`src/rtl/vram_fill_sched.sv`:
```
// VRAM p1 port owner: CPU/fill-engine arbitration (CPU first) and vblank-aligned
// back-buffer swap that never lands while a rectangle fill is in flight.
module vram_fill_sched #(
   parameter int unsigned ROW_BYTES = 320,
   parameter int unsigned ROWS      = 480,
   parameter int unsigned AW        = 20
) (
   input  logic          clk,
   input  logic          rst,
   input  logic [AW-1:0] cpu_addr,
   input  logic [7:0]    cpu_wdata,
   input  logic          cpu_we,
   input  logic          cpu_re,
   output logic [7:0]    cpu_rdata,
   output logic          cpu_rvalid,
   input  logic [8:0]    fill_xb,
   input  logic [8:0]    fill_y,
   input  logic [8:0]    fill_w,
   input  logic [8:0]    fill_h,
   input  logic [7:0]    fill_val,
   input  logic          fill_rq,
   output logic          fill_busy,
   output logic          fill_done,
   output logic          fill_err,
   input  logic          swap_rq,
   output logic          swap_ack,
   input  logic          vblank,
   output logic          bufswap,
   output logic [AW-1:0] vm_addr,
   output logic [7:0]    vm_wdata,
   output logic          vm_we,
   output logic          vm_re,
   input  logic [7:0]    vm_rdata
);

   typedef enum logic [1:0] {
      IDLE,
      CHECK,
      RUN,
      DONE
   } state_t;

   localparam logic [9:0]    ROW_LIM  = 10'(ROW_BYTES);
   localparam logic [9:0]    ROW_CNT  = 10'(ROWS);
   localparam logic [AW-1:0] ROW_STEP = AW'(ROW_BYTES);

   state_t        state;
   state_t        state_n;

   logic [8:0]    xb_q;
   logic [8:0]    y_q;
   logic [8:0]    w_q;
   logic [8:0]    h_q;
   logic [7:0]    val_q;
   logic          err_q;
   logic [AW-1:0] row_base;
   logic [AW-1:0] addr;
   logic [8:0]    col;
   logic [8:0]    row;

   logic          cpu_acc;
   logic          accept;
   logic          grant;
   logic          empty_rect;
   logic          bad_rect;
   logic          last_byte;
   logic [9:0]    x_end;
   logic [9:0]    y_end;
   logic [AW-1:0] start_addr;
   logic [AW-1:0] next_base;

   logic          vblank_d;
   logic          swap_pend;
   logic          swap_fire;

   assign cpu_acc    = cpu_we | cpu_re;
   // Extents are summed in 10 bits so 9-bit operands can never wrap into range.
   assign x_end      = {1'b0, xb_q} + {1'b0, w_q};
   assign y_end      = {1'b0, y_q} + {1'b0, h_q};
   assign empty_rect = (w_q == '0) || (h_q == '0);
   assign bad_rect   = (x_end > ROW_LIM) || (y_end > ROW_CNT);
   assign last_byte  = (col == 9'd1) && (row == 9'd1);
   assign start_addr = AW'(y_q) * ROW_STEP + AW'(xb_q);
   assign next_base  = row_base + ROW_STEP;

   assign fill_busy  = (state != IDLE);
   assign fill_done  = (state == DONE);
   assign fill_err   = (state == DONE) & err_q;
   assign cpu_rdata  = cpu_rvalid ? vm_rdata : '0;

   always_ff @(posedge clk) begin
      if (!rst) begin
         state <= IDLE;
      end else begin
         state <= state_n;
      end
   end

   always_comb begin
      state_n = state;
      accept  = 1'b0;
      grant   = 1'b0;
      case (state)
         IDLE: begin
            if (fill_rq) begin
               accept  = 1'b1;
               state_n = CHECK;
            end
         end
         CHECK: begin
            if (empty_rect || bad_rect) begin
               state_n = DONE;
            end else begin
               state_n = RUN;
            end
         end
         RUN: begin
            if (!cpu_acc) begin
               grant = 1'b1;
               if (last_byte) begin
                  state_n = DONE;
               end
            end
         end
         DONE: begin
            state_n = IDLE;
         end
         default: begin
            state_n = IDLE;
         end
      endcase
   end

   // Fill datapath: argument latch, range decision and the row/column walk.
   always_ff @(posedge clk) begin
      if (!rst) begin
         xb_q     <= '0;
         y_q      <= '0;
         w_q      <= '0;
         h_q      <= '0;
         val_q    <= '0;
         err_q    <= 1'b0;
         row_base <= '0;
         addr     <= '0;
         col      <= '0;
         row      <= '0;
      end else begin
         case (state)
            IDLE: begin
               if (accept) begin
                  xb_q  <= fill_xb;
                  y_q   <= fill_y;
                  w_q   <= fill_w;
                  h_q   <= fill_h;
                  val_q <= fill_val;
                  err_q <= 1'b0;
               end
            end
            CHECK: begin
               err_q    <= !empty_rect && bad_rect;
               row_base <= start_addr;
               addr     <= start_addr;
               col      <= w_q;
               row      <= h_q;
            end
            RUN: begin
               if (grant) begin
                  if (col == 9'd1) begin
                     row_base <= next_base;
                     addr     <= next_base;
                     col      <= w_q;
                     row      <= row - 9'd1;
                  end else begin
                     addr <= addr + AW'(1);
                     col  <= col - 9'd1;
                  end
               end
            end
            default: begin
            end
         endcase
      end
   end

   // Registered p1 port; a CPU access always displaces the fill engine.
   always_ff @(posedge clk) begin
      if (!rst) begin
         vm_addr    <= '0;
         vm_wdata   <= '0;
         vm_we      <= 1'b0;
         vm_re      <= 1'b0;
         cpu_rvalid <= 1'b0;
      end else begin
         cpu_rvalid <= vm_re;
         vm_we      <= cpu_we | grant;
         vm_re      <= cpu_re & ~cpu_we;
         if (cpu_acc) begin
            vm_addr <= cpu_addr;
         end else if (grant) begin
            vm_addr <= addr;
         end
         if (cpu_we) begin
            vm_wdata <= cpu_wdata;
         end else if (grant) begin
            vm_wdata <= val_q;
         end
      end
   end

   assign swap_fire = swap_pend && vblank && !vblank_d && !fill_busy;

   always_ff @(posedge clk) begin
      if (!rst) begin
         vblank_d  <= 1'b0;
         swap_pend <= 1'b0;
         swap_ack  <= 1'b0;
         bufswap   <= 1'b0;
      end else begin
         vblank_d  <= vblank;
         swap_ack  <= swap_fire;
         swap_pend <= swap_fire ? 1'b0 : (swap_pend | swap_rq);
         if (swap_fire) begin
            bufswap <= ~bufswap;
         end
      end
   end

endmodule

```
`config.mk`:
```
export PLATFORM = sky130hd
export DESIGN_NAME = vram_fill_sched
export DESIGN_NICKNAME = d
export VERILOG_FILES = /design/src/rtl/vram_fill_sched.sv
export SDC_FILE = /design/constraint.sdc
export NUM_CORES = 1
export LEC_CHECK = 0
export ABC_AREA = 1
export CAP_MARGIN = 5
export CORE_MARGIN = 3
export CORE_UTILIZATION = 55
export DETAILED_ROUTE_END_ITERATION = 6
export PLACE_DENSITY = 0.8
export RECOVER_POWER = 100
export SLEW_MARGIN = 30
export SYNTH_ARGS = -nofsm -noshare
export SYNTH_HDL_FRONTEND = slang
export SYNTH_SLANG_ARGS = --single-unit
```
`constraint.sdc`:
```
create_clock -name clk -period 2.7 [get_ports clk]
set_input_delay 0.405 -clock clk [delete_from_list [all_inputs] [get_ports clk]]
set_output_delay 0.405 -clock clk [all_outputs]
set_load 0.1 [all_outputs]
```
==> flow_summary.yaml, run 1 <==
run_status:
  status: "finished, final reports clean"
logic_synthesis:
  synth-edff-count: 0
  synth-seq-cells: 140
  syn_area_um2: 8490
  synthTopCellsByArea: "dfxtp_1, nand2_1, inv_1"
  synth_fp_nets: 1389
  yosys.area.top_type: "dfxtp_1"
  synth_commonest_cells: "nand2_1, inv_1, dfxtp_1, nor2_1, o21ai_0"
  async_flop_share: 0
  syn_inst: 1253
  netlist-cell-type-count: 56
  post-synth-top-count-cell: "nand2_1"
  synth_flop_cell: "dfxtp_1"
  yosys_warnings: 0
  netlist.area_leader.share: 0.330
  avgSynthCellArea_um2: 6.77
  ys_seq_area_frac: 0.330
min_path:
  hold_path_end: "cpu_rvalid"
  hold_start: "vm_re"
  holdPathStages: 2
  hp-class: "flop to flop"
placed_design:
  place.gp.congestion: 0.928
  place_inst: 1534
  hpwl_um: 16700
  portBuffers: 130
routing:
  drc: 0
  wire_per_inst_um: 14.6
  drtPass1Iterations: 6
  drt-initial-drc-count: 610
  vias: 8554
  viasPerCell: 5.46
  drtAntennaViolNets: 0
  wirelength_um: 22900
layout:
  fin_nets: 1506
  areaGrowthSynthToFinish_pct: 21.5
  drive_gt1_frac: 0.0644
  stdcell_count: 1567
  n_antenna_cell: 0
sta:
  setup_viol: 0
  fin_skew_ns: 0.00899
  worst_pin_slew_ns: 1.44
  fmax_mhz: 400
  maxSlewHeadroom: 0.0404
  holdWs_ns: 0.439
  fin_crit_ns: 2.50
  finalMaxSlewViolations: 0
  hold_violations: 0
  finalCritPeriodShare: 0.925
  tns_ns: 0
  grt_setup_unrepaired: "false"
die:
  io_pins: 131
  start_util: 0.573
  core_area_um2: 14800
  die_h_um: 130
  fp.dieW_um: 130
  row_count: 44
  die_area_um2: 17000
clock_network:
  post_cts_resized: 0
  clk_pin_slew_ns: 0.06
  cts_buffers: 17
  post-cts-setup-buffer-count: 0
  clock_latency_ns: 0.43
  htree_num_levels: 4
  clock_sinks: 140
  cts_hold_buf: 0
  cts_tree: "done"
  clk_path_buf_depth: 2
  cts_root_buffer: "clkbuf_16"
critical_path:
  critPathBufInv: 3
  crit_family: "buffers and inverters"
  crit_fanout: 14
  worst_setup_path_start_kind: "flop"
  critPathSlowestCell: "clkbuf_1"
  end_kind: "flop"
  path_cells: "inv_1, ha_1, inv_2, a21oi_4, clkbuf_1, nor2_1, o21ai_1, nand2_1, a21oi_2"
  slowest_delay_ns: 0.58
  cp.required_ns: 3.05
  timing.rr.start: "state[0]"
  ff2ff_path_depth: 9
  timing.rr.end: "addr[17]"
  reg2reg_setup_slack_ns: 0.20
  worstPathArrival_ns: 2.85
  criticalPathCategory: "flop to flop"
power:
  power_leakage_nw: 4.76
  p_int_mw: 5.81
  total_power_mw: 10.6
  ir_worst_vdd_uv: 645
  p_per_area_nw_per_um2: 1030
  clock_power_share: 0.242
  power.share.switching: 0.452
  combPwrFrac: 0.452
  switchingPower_mw: 4.79
  seq_power_share: 0.306
global_route:
  grt_pass1_vias: 7860
  grt.overflow.total: 0
  grt_pass1_wl_um: 36700
  antenna_found_initial: 0
  grt_max_degree: 113
  grt_usage: 0.267
flow_run:
  drv_cap: 0
state kept, by name, indices dropped and copies added, names as in the netlist:
signal and cells:
xb_q 9, bufswap 1, h_q 9, w_q 9, val_q 8, y_q 9
row_base 20, vm_addr 20, swap_ack 1, state 2, cpu_rvalid 1, swap_pend 1
col 9, vm_re 1, vblank_d 1, vm_we 1, vm_wdata 8, err_q 1
addr 20, row 9
per-stage QoR:
step	area (µm²)	setup WS (ns)	utilization
floorplan	8490	0.386	-
global placement	9820	0.388	0.663
detailed placement	9820	0.304	0.663
CTS	10500	0.304	0.706
global route	10300	0.0244	0.696
finish	10300	0.202	0.696
placed cells by master (no fill, tap or decap), types with 10 or more instances in the layout:
master,count
buf_4,10
inv_1,170
xor2_1,23
dfxtp_1,140
nand2_1,290
a31oi_1,34
nor3_1,18
nand4_1,12
o21ai_0,114
o211ai_1,26
a21oi_1,70
nor2_1,117
clkbuf_16,17
nand3_1,49
clkbuf_1,46
clkdlybuf4s50_1,85
ha_1,45
worst reg2reg max path, delay by kind of cell (launching register included):
kind	cells	cell delay, ns
compound gates	3	0.48
fa+ha+maj	1	0.43
buf+inv	3	0.92
flops	1	0.34
simple gates	2	0.25
power by group through the flow:
stage | sequential (mW) | combinational (mW) | clock [mW]
2_1_floorplan | 3.37 | 3.41 | 0
3_3_place_gp | 3.25 | 4.66 | 0
3_5_place_dp | 3.26 | 4.75 | 0
4_1_cts | 3.22 | 4.81 | 2.59
5_1_grt | 3.32 | 5.34 | 2.67
6_report | 3.24 | 4.79 | 2.57
per-layer routing:
layer / track usage / part of all wire / vias to the layer above
met1: 0.350 / 0.44 / 3855
met5: 0 / 0 / -
li1: - / - / 4340
met2: 0.443 / 0.47 / 301
met3: 0.0512 / 0.065 / 58
met4: 0.0911 / 0.026 / 0
cells by family after synthesis:
group,after synthesis,synth area share
flip-flops,140,0.330
adder cells (fa/ha/maj),49,0.0758
AO/OA/AOI/OAI,277,0.188
AND/OR/NAND/NOR,525,0.267
buffers and inverters,230,0.105
XOR/XNOR,32,0.0339
cell type report:
type / instances / area (µm²)
clock buffers: 18 / 439
clock inverters: 14 / 206
fillers: 1260 / 4500
inverters: 180 / 676
multi-input cells: 883 / 4800
flip-flops and latches: 140 / 2800
well taps: 184 / 230
repair buffers: 148 / 1160
worst max-delay path by stage:
stage | start | to | slack [ns] | depth (start not counted)
floorplan | state[1] | fill_err | 0.39 | 3
global placement | y_q[1] | addr[15] | 0.39 | 11
detailed placement | y_q[1] | addr[15] | 0.30 | 11
CTS | y_q[1] | addr[15] | 0.30 | 11
global route | y_q[1] | addr[15] | 0.02 | 11
finish | state[0] | addr[17] | 0.20 | 9
(Power assumes the default switching activity.)
==> run 2, diff against run 1 <==
--- a/config.mk
+++ b/config.mk
@@ -7,10 +7,11 @@
 export LEC_CHECK = 0
 export ABC_AREA = 1
 export CAP_MARGIN = 5
+export CORE_ASPECT_RATIO = 0.8
 export CORE_MARGIN = 3
-export CORE_UTILIZATION = 55
+export CORE_UTILIZATION = 50
 export DETAILED_ROUTE_END_ITERATION = 6
-export PLACE_DENSITY = 0.8
+export PLACE_DENSITY = 0.77
 export RECOVER_POWER = 100
 export SLEW_MARGIN = 30
 export SYNTH_ARGS = -nofsm -noshare
==> constraint.sdc (replaced) <==
create_clock -name clk -period 2.05 [get_ports clk]
set_input_delay 0.3075 -clock clk [delete_from_list [all_inputs] [get_ports clk]]
set_output_delay 0.3075 -clock clk [all_outputs]
set_load 0.1 [all_outputs]
==> run 2 against run 1 <==
  * The run now ends with setup timing left
  * Count of clock-buffer cells in the layout shrank 1
  * Via count grew 4.7%
  * Worst setup slack lost 0.48 ns
  * First-iteration DRC count grew 21%
  * Clock skew is essentially flat
  * Routed wire length grew 10%
  * Highest routed layer unchanged
==> flow_summary.yaml, run 2 (same netlist as run 1, synthesis figures left out) <==
run_status:
  status: "complete, but fails checks"
  violations: "setup timing"
die:
  core_area_um2: 16200
  start_util: 0.524
  die_h_um: 123
  fp.dieW_um: 152
  die_area_um2: 18600
  row_count: 41
  io_pins: 131
sta:
  finalCritPeriodShare: 1.14
  setup_viol: 56
  hold_violations: 0
  fmax_mhz: 429
  grt_setup_unrepaired: "true"
  maxSlewHeadroom: 0.608
  fin_crit_ns: 2.33
  finalMaxSlewViolations: 0
  holdWs_ns: 0.238
  fin_skew_ns: 0.00895
  setup_ws_ns: -0.281
  tns_ns: -4.40
  worst_pin_slew_ns: 0.588
routing:
  wire_per_inst_um: 15.1
  wirelength_um: 25200
  drt-initial-drc-count: 741
  viasPerCell: 5.36
  drc: 0
  drtPass1Iterations: 5
  vias: 8958
  drtAntennaViolNets: 0
placed_design:
  place_inst: 1627
  hpwl_um: 18200
  portBuffers: 130
  placed_area_um2: 10600
  place.gp.congestion: 0.922
  dp_slack_ns: -0.185
global_route:
  antenna_found_initial: 0
  grt_usage: 0.271
  grt_pass1_vias: 8428
  grt_max_degree: 64
  grt_pass1_wl_um: 40500
  grt.overflow.total: 0
critical_path:
  crit_start: "y_q[1]"
  cp.required_ns: 2.41
  crit_fanout: 3
  worstPathArrival_ns: 2.70
  timing.rr.start: "y_q[1]"
  reg2reg_setup_slack_ns: -0.28
  criticalPathCategory: "flop to flop"
  timing.rr.end: "row_base[16]"
  worst_setup_path_start_kind: "flop"
  end_kind: "flop"
  crit_path_end: "row_base[16]"
  ff2ff_path_depth: 16
power:
  p_per_area_nw_per_um2: 1340
  ir_worst_vdd_uv: 801
  total_power_mw: 15.2
  power_leakage_nw: 5.27
layout:
  fin_util: 0.702
  final_cell_mix: "nand2_1, inv_1, dfxtp_1"
  drive_gt1_frac: 0.205
  filler_cell_count: 1347
  fin_nets: 1580
  stdcell_count: 1672
  n_antenna_cell: 0
  top_regs: "addr: 20 flops, row_base: 20 flops, vm_addr: 20 flops"
  design_area_um2: 11400
  areaGrowthSynthToFinish_pct: 34.2
  final_common_cell: "nand2_1"
clock_network:
  cts_root_buffer: "clkbuf_16"
  htree_num_levels: 4
  clk_pin_slew_ns: 0.07
  cts_tree: "done"
  cts_hold_buf: 0
  clk_path_buf_depth: 2
  clock_sinks: 140
  cts_buffers: 17
  clock_latency_ns: 0.43
flow_run:
  drv_cap: 0
min_path:
  hp-class: "input pin to flop"
==> run 2: report_power, final <==
part / internal, mW / switching, mW
combinational: 3.03 / 4.75
sequential: 3.51 / 0.735
clock: 1.83 / 1.35
total: 8.37 / 6.83
==> run 2: routing by layer <==
metal  vias to the layer above  share of wire  GRT usage
met5                         -              0          0
met4                         0          0.014     0.0623
met3                        34          0.067     0.0624
met2                       269           0.47      0.443
met1                      4169           0.45      0.365
li1                       4486              -          -
==> run 2: worst min-delay path by stage <==
stage	startpoint	endpoint	slack (ns)	cells after the start
2_1_floorplan	vblank	vblank_d	0.40	2
3_3_place_gp	vm_re	cpu_rvalid	0.42	2
3_5_place_dp	vm_re	cpu_rvalid	0.42	2
4_1_cts	rst	cpu_rvalid	0.22	3
5_1_grt	rst	vm_addr[7]	0.25	3
6_report	rst	cpu_rvalid	0.24	3
==> run 2: cell type report <==
cell class / instances / area [µm²] / share of cell area
inverter: 180 / 678 / 0.0596
clock buffer: 17 / 425 / 0.0374
tap: 215 / 269 / 0.0236
clock inverter: 15 / 178 / 0.0156
timing repair buffer: 222 / 1860 / 0.163
multi-input combinational: 883 / 5150 / 0.453
sequential: 140 / 2830 / 0.248
==> run 2: critical path, stage by stage (launching register included) <==
cell     delay (ns)
dfxtp_4        0.37
ha_4           0.26
ha_4           0.13
inv_2          0.05
fa_2           0.37
inv_2          0.08
buf_4          0.10
nand3_2        0.05
nand2_2        0.09
xor2_2         0.08
inv_2          0.09
nand3_2        0.09
inv_2          0.10
nand2_1        0.08
nand2_1        0.10
nand3_2        0.10
a21oi_2        0.13
==> run 2: timing repair <==
| action | in CTS | in global routing |
|---|---|---|
| gates resized for setup | 38 | 57 |
| hold endpoints to repair | 0 | 0 |
| pin swaps | 25 | 34 |
| setup endpoints to repair | 15 | 51 |
| buffers inserted | 7 | 6 |
==> run 3, diff against run 2 <==
--- a/config.mk
+++ b/config.mk
@@ -11,6 +11,7 @@
 export CORE_MARGIN = 3
 export CORE_UTILIZATION = 50
 export DETAILED_ROUTE_END_ITERATION = 6
+export GPL_ROUTABILITY_DRIVEN = 0
 export PLACE_DENSITY = 0.77
 export RECOVER_POWER = 100
 export SLEW_MARGIN = 30
==> run 3 against run 2 <==
  * The flow still finishes with violations (setup timing)
  * Clock skew rose by 0.0044 ns
  * Non-clock buffer count down 6
  * Final cell count fell by 0.36%
  * First-iteration DRC count shrank 8.0%
  * Fmax grew 1.8%
  * Flip-flop and latch count is the same
  * Via count grew 0.47%
==> flow_summary.yaml, run 3 (same netlist as run 1, synthesis figures left out) <==
layout:
  design_area_um2: 11200
  areaGrowthSynthToFinish_pct: 31.8
  n_antenna_cell: 0
  final_common_cell: "nand2_1"
  fin_util: 0.690
  final_cell_mix: "nand2_1, inv_1, dfxtp_1"
  drive_gt1_frac: 0.185
  top_regs: "addr: 20 flops, row_base: 20 flops, vm_addr: 20 flops"
  fin_nets: 1574
  stdcell_count: 1666
die:
  row_count: 41
  die_area_um2: 18600
  io_pins: 131
  die_h_um: 123
  fp.dieW_um: 152
  start_util: 0.524
  core_area_um2: 16200
clock_network:
  clk_pin_slew_ns: 0.07
  clk_path_buf_depth: 2
  cts_tree: "done"
  htree_num_levels: 4
  clock_latency_ns: 0.43
  clock_sinks: 140
  cts_root_buffer: "clkbuf_16"
  cts_buffers: 17
global_route:
  grt_max_degree: 58
  grt_usage: 0.275
  grt_pass1_vias: 8651
  grt.overflow.total: 0
  antenna_found_initial: 0
  grt_pass1_wl_um: 41100
power:
  p_per_area_nw_per_um2: 1310
  ir_worst_vdd_uv: 989
  total_power_mw: 14.7
  power_leakage_nw: 5.19
run_status:
  violations: "setup timing"
  status: "complete, but fails checks"
critical_path:
  end_kind: "flop"
  cp.required_ns: 2.42
  criticalPathCategory: "flop to flop"
  crit_fanout: 4
  worstPathArrival_ns: 2.66
  worst_setup_path_start_kind: "flop"
placed_design:
  place_inst: 1624
  dp_slack_ns: -0.264
  placed_area_um2: 10500
  portBuffers: 130
  hpwl_um: 18200
routing:
  drc: 0
  wirelength_um: 25300
  drtAntennaViolNets: 0
  viasPerCell: 5.40
  vias: 9000
  drt-initial-drc-count: 682
  wire_per_inst_um: 15.2
  drtPass1Iterations: 5
sta:
  setup_viol: 18
  tns_ns: -1.84
  finalMaxSlewViolations: 0
  fmax_mhz: 437
  hold_violations: 0
  holdWs_ns: 0.303
  fin_skew_ns: 0.0134
  worst_pin_slew_ns: 0.570
  grt_setup_unrepaired: "true"
  finalCritPeriodShare: 1.12
  setup_ws_ns: -0.240
  maxSlewHeadroom: 0.620
  fin_crit_ns: 2.29
min_path:
  hp-class: "input pin to flop"
flow_run:
  drv_cap: 0
run 3: changes by cell type in the layout (fill, tap and decap cells not counted), moves of 3 or more:
cell / before / now
dfxtp_1: 128 / 132
buf_12: 7 / 4
clkbuf_2: 38 / 43
nand2_1: 270 / 274
inv_1: 155 / 159
nand3_1: 38 / 41
ha_2: 4 / 1
buf_4: 78 / 69
nand2_2: 22 / 18
inv_2: 22 / 19
run 3: critical path, cell delays in order, from the launching register on:
cell      delay [ns]
dfxtp_4         0.36
ha_4            0.27
ha_4            0.12
inv_2           0.04
fa_2            0.37
inv_2           0.08
nand4_1         0.09
o211ai_1        0.15
xor2_1          0.16
nor2_4          0.19
nand2_1         0.08
nand2_1         0.08
nand3_2         0.10
a21oi_2         0.14
run 3: per-layer routing:
| layer | GRT usage | wire, µm | vias to the layer above |
|---|---|---|---|
| li1 | - | - | 4484 |
| met1 | 0.357 | 11000 | 4144 |
| met2 | 0.441 | 11600 | 315 |
| met3 | 0.0738 | 1870 | 57 |
| met4 | 0.0993 | 744 | 0 |
| met5 | 0 | 0 | - |
run 3: path summary, 6_finish.rpt:
path | start | to | slack [ns] | depth (start not counted)
max reg2reg | y_q[1] | addr[16] | -0.24 | 13
max | y_q[1] | addr[16] | -0.24 | 13
min reg2reg | vm_re | cpu_rvalid | 0.43 | 2
min | rst | cpu_rvalid | 0.30 | 3
run 3: repair_timing:
action,4_1_cts,5_1_grt
hold buffers,0,0
pin swaps,20,14
buffers inserted,8,2
gates resized for setup,37,36
endpoints found under the setup margin,13,57
run 3: report_power, final:
part           internal [mW]  switching (mW)  total (mW)
Combinational           2.88            4.68        7.56
Sequential              3.50           0.735        4.24
Clock                   1.58            1.33        2.91
run 3: final cells by class:
type	count	area, µm²
Multi-Input combinational cell	883	5100
Sequential cell	140	2820
Fill cell	1399	5030
Clock buffer	17	425
Clock inverter	15	129
Timing Repair Buffer	216	1770
Tap cell	215	269
Inverter	180	676
